$ cat src/rtl/inorder_queue_ptr_ctrl_pkg.sv
// ============================================================================
// Module   : inorder_queue_pkg
// Brief    : Pointer arithmetic helpers shared by the in-order queue pointer
//            controller (wrapping add, occupancy distance, population count).
// Revision : 1.0 - initial release
// ============================================================================
`default_nettype none

package inorder_queue_pkg;

    localparam int unsigned PTR_CALC_W         = 32;
    localparam int unsigned DEF_QUEUE_SIZE_LOG = 4;

    typedef logic [PTR_CALC_W-1:0]       calc_t;
    typedef logic [DEF_QUEUE_SIZE_LOG:0] def_ptr_t;

    // Mask covering the index field plus the wrap bit.
    function automatic calc_t ptr_mask(input int unsigned qlog);
        return (calc_t'(1) << (qlog + 1)) - calc_t'(1);
    endfunction

    function automatic calc_t ptr_add(input calc_t a, input calc_t b, input int unsigned qlog);
        return (a + b) & ptr_mask(qlog);
    endfunction

    function automatic calc_t ptr_dist(input calc_t tail, input calc_t head, input int unsigned qlog);
        return (tail - head) & ptr_mask(qlog);
    endfunction

    function automatic calc_t popcount(input calc_t v);
        calc_t c;
        c = '0;
        for (int i = 0; i < int'(PTR_CALC_W); i++) begin
            c = c + calc_t'(v[i]);
        end
        return c;
    endfunction

endpackage

`default_nettype wire

$ cat src/rtl/ptr_onehot_dec.sv
// ============================================================================
// Module   : ptr_onehot_dec
// Brief    : Decodes a queue index into a QUEUE_SIZE-wide one-hot, gated by valid.
// Revision : 1.0 - initial release
// ============================================================================
`default_nettype none

module ptr_onehot_dec #(
    parameter int unsigned QUEUE_SIZE     = 16,
    parameter int unsigned QUEUE_SIZE_LOG = 4
) (
    input  logic [QUEUE_SIZE_LOG-1:0] i_idx,
    input  logic                      i_valid,
    output logic [QUEUE_SIZE-1:0]     o_oh
);

    for (genvar s = 0; s < int'(QUEUE_SIZE); s++) begin : g_slot
        assign o_oh[s] = i_valid && (i_idx == QUEUE_SIZE_LOG'(s));
    end

endmodule

`default_nettype wire

$ cat src/rtl/inorder_queue_ptr_ctrl.sv
// ============================================================================
// Module   : inorder_queue_ptr_ctrl
// Brief    : Multi-lane head/tail pointer controller for in-order queues.
//            Optional perf counters enabled by INORDER_QUEUE_PERF_EN.
// Revision : 1.0 - initial release
// ============================================================================
`default_nettype none

module inorder_queue_ptr_ctrl
    import inorder_queue_pkg::*;
#(
    parameter int unsigned QUEUE_SIZE     = 16,
    parameter int unsigned QUEUE_SIZE_LOG = 4,
    parameter int unsigned ENQ_WIDTH      = 2,
    parameter int unsigned DEQ_WIDTH      = 2
) (
    input  logic                                    clock,
    input  logic                                    reset_n,
    input  logic                                    flush_valid,
    input  logic [QUEUE_SIZE_LOG:0]                 flush_sqid,
    input  logic [ENQ_WIDTH-1:0]                    enq_req,
    output logic                                    enq_ready,
    output logic [ENQ_WIDTH*(QUEUE_SIZE_LOG+1)-1:0] enq_lane_ptr,
    output logic [QUEUE_SIZE-1:0]                   enq_alloc_oh,
    input  logic [DEQ_WIDTH-1:0]                    deq_fire,
    output logic [QUEUE_SIZE_LOG:0]                 enq_ptr,
    output logic [QUEUE_SIZE_LOG:0]                 deq_ptr,
    output logic [QUEUE_SIZE-1:0]                   deq_ptr_oh,
    output logic [QUEUE_SIZE_LOG:0]                 count,
    output logic                                    full,
    output logic                                    empty
`ifdef INORDER_QUEUE_PERF_EN
    ,
    output logic [31:0]                             perf_stall_cnt,
    output logic [31:0]                             perf_flush_cnt
`endif
);

    localparam int unsigned c_PTR_W = QUEUE_SIZE_LOG + 1;

    typedef logic [QUEUE_SIZE_LOG:0] ptr_t;

    ptr_t                  r_enq_ptr;
    ptr_t                  r_deq_ptr;
    ptr_t                  w_count;
    calc_t                 w_free;
    calc_t                 w_enq_total;
    calc_t                 w_deq_total;
    logic                  w_enq_fire;
    ptr_t                  w_lane_ptr [ENQ_WIDTH];
    logic [QUEUE_SIZE-1:0] w_lane_oh  [ENQ_WIDTH];

    assign w_count   = ptr_t'(ptr_dist(calc_t'(r_enq_ptr), calc_t'(r_deq_ptr), QUEUE_SIZE_LOG));
    assign w_free    = calc_t'(QUEUE_SIZE) - calc_t'(w_count);
    // Readiness uses the current occupancy, so a same-cycle dequeue never unblocks enqueue.
    assign enq_ready = (w_free >= calc_t'(ENQ_WIDTH));

    assign w_enq_total = popcount(calc_t'(enq_req));
    assign w_deq_total = popcount(calc_t'(deq_fire));
    assign w_enq_fire  = enq_ready && (enq_req != '0);

    for (genvar i = 0; i < int'(ENQ_WIDTH); i++) begin : g_lane
        localparam calc_t c_LOW_MASK = (calc_t'(1) << i) - calc_t'(1);

        assign w_lane_ptr[i] = ptr_t'(ptr_add(calc_t'(r_enq_ptr),
                                              popcount(calc_t'(enq_req) & c_LOW_MASK),
                                              QUEUE_SIZE_LOG));
        assign enq_lane_ptr[i*c_PTR_W +: c_PTR_W] = w_lane_ptr[i];

        ptr_onehot_dec #(
            .QUEUE_SIZE     (QUEUE_SIZE),
            .QUEUE_SIZE_LOG (QUEUE_SIZE_LOG)
        ) u_lane_dec (
            .i_idx   (w_lane_ptr[i][QUEUE_SIZE_LOG-1:0]),
            .i_valid (enq_req[i] && enq_ready),
            .o_oh    (w_lane_oh[i])
        );
    end

    always_comb begin
        enq_alloc_oh = '0;
        for (int i = 0; i < int'(ENQ_WIDTH); i++) begin
            enq_alloc_oh = enq_alloc_oh | w_lane_oh[i];
        end
    end

    ptr_onehot_dec #(
        .QUEUE_SIZE     (QUEUE_SIZE),
        .QUEUE_SIZE_LOG (QUEUE_SIZE_LOG)
    ) u_deq_dec (
        .i_idx   (r_deq_ptr[QUEUE_SIZE_LOG-1:0]),
        .i_valid (1'b1),
        .o_oh    (deq_ptr_oh)
    );

    // Flush rolls the tail back and overrides any enqueue in the same cycle.
    always_ff @(posedge clock or negedge reset_n) begin
        if (!reset_n) begin
            r_enq_ptr <= '0;
            r_deq_ptr <= '0;
        end else begin
            if (flush_valid) begin
                r_enq_ptr <= flush_sqid;
            end else if (w_enq_fire) begin
                r_enq_ptr <= ptr_t'(ptr_add(calc_t'(r_enq_ptr), w_enq_total, QUEUE_SIZE_LOG));
            end
            r_deq_ptr <= ptr_t'(ptr_add(calc_t'(r_deq_ptr), w_deq_total, QUEUE_SIZE_LOG));
        end
    end

    assign enq_ptr = r_enq_ptr;
    assign deq_ptr = r_deq_ptr;
    assign count   = w_count;
    assign full    = (r_enq_ptr[QUEUE_SIZE_LOG-1:0] == r_deq_ptr[QUEUE_SIZE_LOG-1:0]) &&
                     (r_enq_ptr[QUEUE_SIZE_LOG] != r_deq_ptr[QUEUE_SIZE_LOG]);
    assign empty   = (r_enq_ptr == r_deq_ptr);

`ifdef INORDER_QUEUE_PERF_EN
    logic [31:0] r_stall_cnt;
    logic [31:0] r_flush_cnt;

    always_ff @(posedge clock or negedge reset_n) begin
        if (!reset_n) begin
            r_stall_cnt <= '0;
            r_flush_cnt <= '0;
        end else begin
            if ((enq_req != '0) && !enq_ready && !flush_valid && (r_stall_cnt != '1)) begin
                r_stall_cnt <= r_stall_cnt + 32'd1;
            end
            if (flush_valid && (r_flush_cnt != '1)) begin
                r_flush_cnt <= r_flush_cnt + 32'd1;
            end
        end
    end

    assign perf_stall_cnt = r_stall_cnt;
    assign perf_flush_cnt = r_flush_cnt;
`endif

endmodule

`default_nettype wire

$ cat config.mk
export PLATFORM = sky130hd
export DESIGN_NAME = inorder_queue_ptr_ctrl
export DESIGN_NICKNAME = d
export VERILOG_FILES = /design/src/rtl/inorder_queue_ptr_ctrl_pkg.sv /design/src/rtl/ptr_onehot_dec.sv /design/src/rtl/inorder_queue_ptr_ctrl.sv
export SDC_FILE = /design/constraint.sdc
export NUM_CORES = 1
export LEC_CHECK = 0
export BUFFER_PORTS_ARGS = -buffer_cell sky130_fd_sc_hd__buf_2
export CORE_ASPECT_RATIO = 0.9
export CORE_MARGIN = 2
export CORE_UTILIZATION = 35
export CTS_CLUSTER_DIAMETER = 40
export CTS_CLUSTER_SIZE = 14
export DETAILED_ROUTE_END_ITERATION = 12
export SETUP_SLACK_MARGIN = 0.05
export SYNTH_ARGS = -nofsm -noshare
export SYNTH_HDL_FRONTEND = slang
export SYNTH_SLANG_ARGS = --single-unit
$ cat constraint.sdc
create_clock -name clock -period 3.2 [get_ports clock]
set_input_delay 0.16 -clock clock [delete_from_list [all_inputs] [get_ports clock]]
set_output_delay 0.16 -clock clock [all_outputs]
set_load 0.01 [all_outputs]
# == Word level (Yosys, flattened, before mapping) ==
# Index checks and enable logic that the tools add are counted.
# W data, S select, Z words.
# word_totals
ff_bits,10
wordCells,102
input_bits,12
# classes
bitwise_logic,1
n_mux,2
eq_ne,48
n_addsub,7
n_lt_le_gt_ge,1
reduce_logical,41
# op_table
cell,n
$eq A4 B4 Y1 const B,24
$eq A4 B3 Y1 const B,12
$logic_and A1 B1 Y1,36
$ge A32 B2 Y1 const B,1
$eq A4 B2 Y1 const B,6
$or A16 B16 Y16,1
$eq A4 B1 Y1 const B,3
$logic_not A4 Y1,3
$add A5 B2 Y5,2
$mux W5,2
$sub A5 B5 Y6 const A,1
$add A5 B1 Y5,1
$eq A5 B5 Y1,1
$sub A5 B5 Y5,1
$add A1 B1 Y2,2
$eq A4 B4 Y1,1
$reduce_bool A2 Y1,2
$ne A1 B1 Y1,1

# == Logic depth before layout (Yosys ltp) ==
# depth
ltp_word,6
mapped_depth,11
ltp_nobuf,11

# == Hierarchy ==
# A second synthesis with hierarchy kept.
# hier_totals
cells_unflattened,201
area_unflattened_um2,1571.5
# modules_own_cells
module,cells_each,seq_area_each_um2,area_each_um2,n_inst
inorder_queue_ptr_ctrl,132,250.2,1218.7,1
ptr_onehot_dec,23,0.0,117.6,3

# == Worst setup path before layout ==
# No wires, ideal clock.
# synth_path
kind,register to output
start,register r_enq_ptr[0] (netlist: enq_ptr[0])
end,output port enq_alloc_oh[10]
stages_incl_launch_ff,11
setup_slack_ps,181
required_ps,3040
n_path_buf,1
arrival_ps,2859
path_cell_list,dfrtp_1 -> inv_1 -> ha_1 -> fa_1 -> inv_1 -> ha_1 -> or4_1 -> a211oi_2 -> mux2_2 -> buf_2 -> nor2_1
# synth_via
elab_chain_cells,6
word_cells_on_any_way,11
cone_classes,3 x add/sub; 1 x order compare; 2 x eq/ne; 1 x bitwise; 4 x reduce/logical
# synth_rtl
item,line,text
start: declaration,inorder_queue_ptr_ctrl.sv:43,ptr_t r_enq_ptr;
start signal: assignment,inorder_queue_ptr_ctrl.sv:103,r_enq_ptr <= flush_sqid;
start signal: assignment,inorder_queue_ptr_ctrl.sv:105,"r_enq_ptr <= ptr_t'(ptr_add(calc_t'(r_enq_ptr), w_enq_total, QUEUE_SIZE_LOG));"
$sub A5 B5 Y5 (*),inorder_queue_ptr_ctrl_pkg.sv:27,return (tail - head) & ptr_mask(qlog);
via count[1],inorder_queue_ptr_ctrl.sv:29,"output logic [QUEUE_SIZE_LOG:0] count,"
$sub A5 B5 Y6 (*),inorder_queue_ptr_ctrl.sv:54,assign w_free = calc_t'(QUEUE_SIZE) - calc_t'(w_count);
$ge A32 B2 Y1 (*),inorder_queue_ptr_ctrl.sv:56,assign enq_ready = (w_free >= calc_t'(ENQ_WIDTH));
$logic_and A1 B1 Y1,inorder_queue_ptr_ctrl.sv:75,".i_valid (enq_req[i] && enq_ready),"
$logic_and A1 B1 Y1,ptr_onehot_dec.sv:18,assign o_oh[s] = i_valid && (i_idx == QUEUE_SIZE_LOG'(s));
$or A16 B16 Y16 (*),inorder_queue_ptr_ctrl.sv:83,enq_alloc_oh = enq_alloc_oh | w_lane_oh[i];
end: declaration,inorder_queue_ptr_ctrl.sv:24,"output logic [QUEUE_SIZE-1:0] enq_alloc_oh,"
# The timed path passes the listed nets; every way through them passes the cells marked *.

# == Worst setup path after layout ==
# layout_path
start,register r_deq_ptr[0] (netlist: deq_ptr[0])
end,output port enq_alloc_oh[9]
# layout_via
elab_chain_cells,6
word_cells_on_any_way,8
cone_classes,2 x add/sub; 1 x order compare; 1 x bitwise; 4 x reduce/logical
# layout_rtl
item,line,text
start: declaration,inorder_queue_ptr_ctrl.sv:44,ptr_t r_deq_ptr;
start signal: assignment,inorder_queue_ptr_ctrl.sv:107,"r_deq_ptr <= ptr_t'(ptr_add(calc_t'(r_deq_ptr), w_deq_total, QUEUE_SIZE_LOG));"
$sub A5 B5 Y5 (*),inorder_queue_ptr_ctrl_pkg.sv:27,
$sub A5 B5 Y6 (*),inorder_queue_ptr_ctrl.sv:54,
$ge A32 B2 Y1 (*),inorder_queue_ptr_ctrl.sv:56,
$logic_and A1 B1 Y1,inorder_queue_ptr_ctrl.sv:75,
$logic_and A1 B1 Y1,ptr_onehot_dec.sv:18,
$or A16 B16 Y16 (*),inorder_queue_ptr_ctrl.sv:83,
# Every way passes the cells marked *; elsewhere a longest branch is shown, timed or not.

==> out/results.txt <==
After synthesis, the largest family of logic cells by area is simple AND/OR/NAND/NOR gates. The library cell with the highest instance count after synthesis was nor2_1. The highest net fanout along the worst path was 8; the number of buffers added on ports was 71.

The starting DRC count in detailed routing was 80; the total of warnings raised by yosys was 0. The initial cell density of the core is 0.364. The maximum level of the CTS H-tree is 1, and the proportion of layout cells with a drive suffix above 1 is 0.373.

The multiplexer area fraction after synthesis is 0.00835, and the detail-routed net length per standard cell is 13.3 um. Once detail routing completed, the nets flagged for antenna violations numbered 0. The die is 62.9 um tall.

The routed design could run at a clock period as short as 3040 ps. Row count: 21. The endpoint required time on the critical path came out at 3040 ps. The final routed wirelength across all metal layers was 4100 um. The number of nets in the synthesized netlist is 213.

The critical path arrival is 2880 ps. The tools report the area of the core region as 3700 um^2. The run gives 0 as the number of pins exceeding their max-slew limit in the final report. The buffer depth of the longest clock path was 2; the via density per instance was 5.16. The fraction of synthesized cell area in xor and xnor cells works out to 0.0584.

Setup repair after global routing could not meet its margin everywhere. The global routing usage summed across all routing layers came out at 0.185. The sequential-to-total area share from yosys stat was 0.186; the number of flops mapped to enable cells by yosys was 0. The TritonCTS buffer count is 3. The logs give 1448 for the number of global-route vias before repair and 240 ps for the clock latency at the later pin of the worst-skew pair.

The fraction of the mapped netlist area in compound gates works out to 0.202. The most used flip-flop cell after synthesis was dfrtp_1. For the hold violation count in the final report, the log shows 0.

The maximum number of pins on one net before global-route repair was 14; the post-synthesis instance area was 1350 um^2. The die covers 4370 um^2. Synthesis instantiated 36 different standard cells from the library.

Critical path launch point type: a flop. The largest total area in the synthesized netlist belongs to dfrtp_1. Critical setup path kind: reg -> out.

The post-route setup TNS was 0 ps; the area share of and/or/nand/nor cells after synthesis was 0.313. The count of endpoints failing setup in the final report was 0; the number of optimization iterations in the first detailed-route pass was 4. Synthesized area per cell: 7.17 um^2.

Summed over all layers, the global routing overflow is 0. The overall die width works out to 69.4 um. The layout has 387 filler cells. The maximum frequency from static timing analysis was 329 MHz. Synthesis produced 188 cells. The number of nets at the end of the flow came out at 289. The slew of the pin with the lowest slew margin came out at 740 ps. The first global-routing pass estimated 6730 um of wire. Fraction of the mapped netlist area in adder cells: 0.137. In the routed design, unresolved DRC markers number 0. The top cell type's share of synthesized area was 0.186.

Share of async-settable or async-resettable flops after synthesis: 1.00. The run finished with clean final reports. CTS saw 10 sinks. The tools report the setup clock skew after layout as 4.10 ps. The estimated wirelength of the detail-placed design came out at 3210 um. By area the synthesized netlist is led by dfrtp_1 (19%), nor2_1 (11%), ha_1 (9.3%), a22oi_1 (8.9%), inv_1 (5.0%). The repair_antennas step left the layout with diodes totalling 0. Sorting the synthesized cells by how often they occur yields nor2_1 (40), inv_1 (18), a22oi_1 (16).

Summing over every cut layer, the via total after detailed routing is 1593. The kind of end point of the critical path was an output port. The run gives 0 as the initial antenna violation count.

The synthesis-stage register bit count came out at 10. The root buffer cell is clkbuf_8. Routability-driven placement finished with a final weighted congestion of 0.869. The worst hold-check path type was in -> reg.

The area added between synthesis and finish was 40.6%. Clock-pin slew was measured on the worst setup and hold paths at 50 ps. 72 I/O pins were placed. The tool flagged a number of max-cap violations equal to 0. TritonCTS built the clock tree. The run gives 0.503 as the worst slew margin relative to its limit. The final cycle utilization of the critical path came out at 0.951.
-- kinds of logic after synthesis --
kind of cell	Yosys count
flip-flops	10
adder cells (fa/ha/maj)	13
AO/OA/AOI/OAI	36
AND/OR/NAND/NOR	90
XOR/XNOR	9
multiplexers	1
buffers and inverters	29
-- critical path: stages (launching register included) --
cell	delay, ps
dfrtp_1	410
ha_4	180
fa_2	570
ha_4	210
or4_4	520
a211oi_4	290
mux2_4	260
nor2_1	50
buf_2	130
-- cells in the final DEF (no fill, tap or decap), types with 3 or more instances in the layout --
| master | synthesis | layout |
|---|---|---|
| xor2_1 | 5 | 5 |
| o211ai_1 | 4 | 4 |
| nor2_1 | 40 | 40 |
| nor2b_1 | 4 | 4 |
| nand3_1 | 3 | 3 |
| nand2b_1 | 4 | 4 |
| o21ai_0 | 4 | 4 |
| buf_4 | 5 | 8 |
| nor3_1 | 11 | 11 |
| ha_1 | 10 | 7 |
| dfrtp_1 | 10 | 10 |
| clkbuf_8 | 0 | 4 |
| inv_1 | 18 | 16 |
| nand2_1 | 15 | 15 |
| xnor2_1 | 4 | 4 |
| a21oi_1 | 5 | 5 |
| buf_2 | 1 | 71 |
| a22oi_1 | 16 | 16 |
-- per-layer routing --
metal	part of all wire	GRT usage
met1	0.51	0.275
met2	0.43	0.286
met3	0.059	0.0323
met4	0	0.0245
met5	0	0
-- worst paths after layout --
check / from / to / slack (ps) / cells after the start
setup / recovery: deq_ptr[0] / enq_alloc_oh[9] / 160 / 8
hold / removal: flush_sqid[3] / enq_ptr[3] / 180 / 3
setup reg to reg: deq_ptr[0] / enq_ptr[0] / 230 / 8
hold reg to reg: deq_ptr[4] / deq_ptr[4] / 520 / 1
max in group asynchronous: reset_n / enq_ptr[4] / 2700 / 2
min in group asynchronous: reset_n / deq_ptr[0] / 310 / 2
-- metrics by stage --
stage	util	setup WS, ps	hold slack, ps	instances	area [um^2]
after floorplan	-	181	-136	188	1350
after global placement	0.471	298	29.1	300	1750
after detailed placement	0.471	214	29.8	300	1750
after CTS	0.501	68.5	170	307	1850
final	0.512	157	176	309	1900
after global routing	0.512	43.7	184	309	1900
-- sequential cells by signal, indices dropped and copies added, names as in the netlist --
signal and cells:
deq_ptr 5, enq_ptr 5
-- timing repair --
| action | 4_1_cts | 5_1_grt |
|---|---|---|
| pin swaps | 2 | 4 |
| endpoints found under the hold margin | 10 | 0 |
| hold buffers | 1 | 0 |
| endpoints found under the setup margin | 17 | 20 |
| cloned | 2 | 0 |
| gates resized for setup | 6 | 5 |
| buffers inserted | 0 | 2 |
-- cell type report --
cell class,instances,area [um^2],area share
inverters,18,67.6,0.0356
well taps,46,57.6,0.0303
clock buffers,4,55.1,0.0290
flip-flops and latches,10,250,0.132
multi-input cells,151,1040,0.549
repair buffers,80,425,0.224
Power is left out: the tool's default activity adds up to more than one toggle a clock period on the data nets, which glitch-free logic cannot reach.
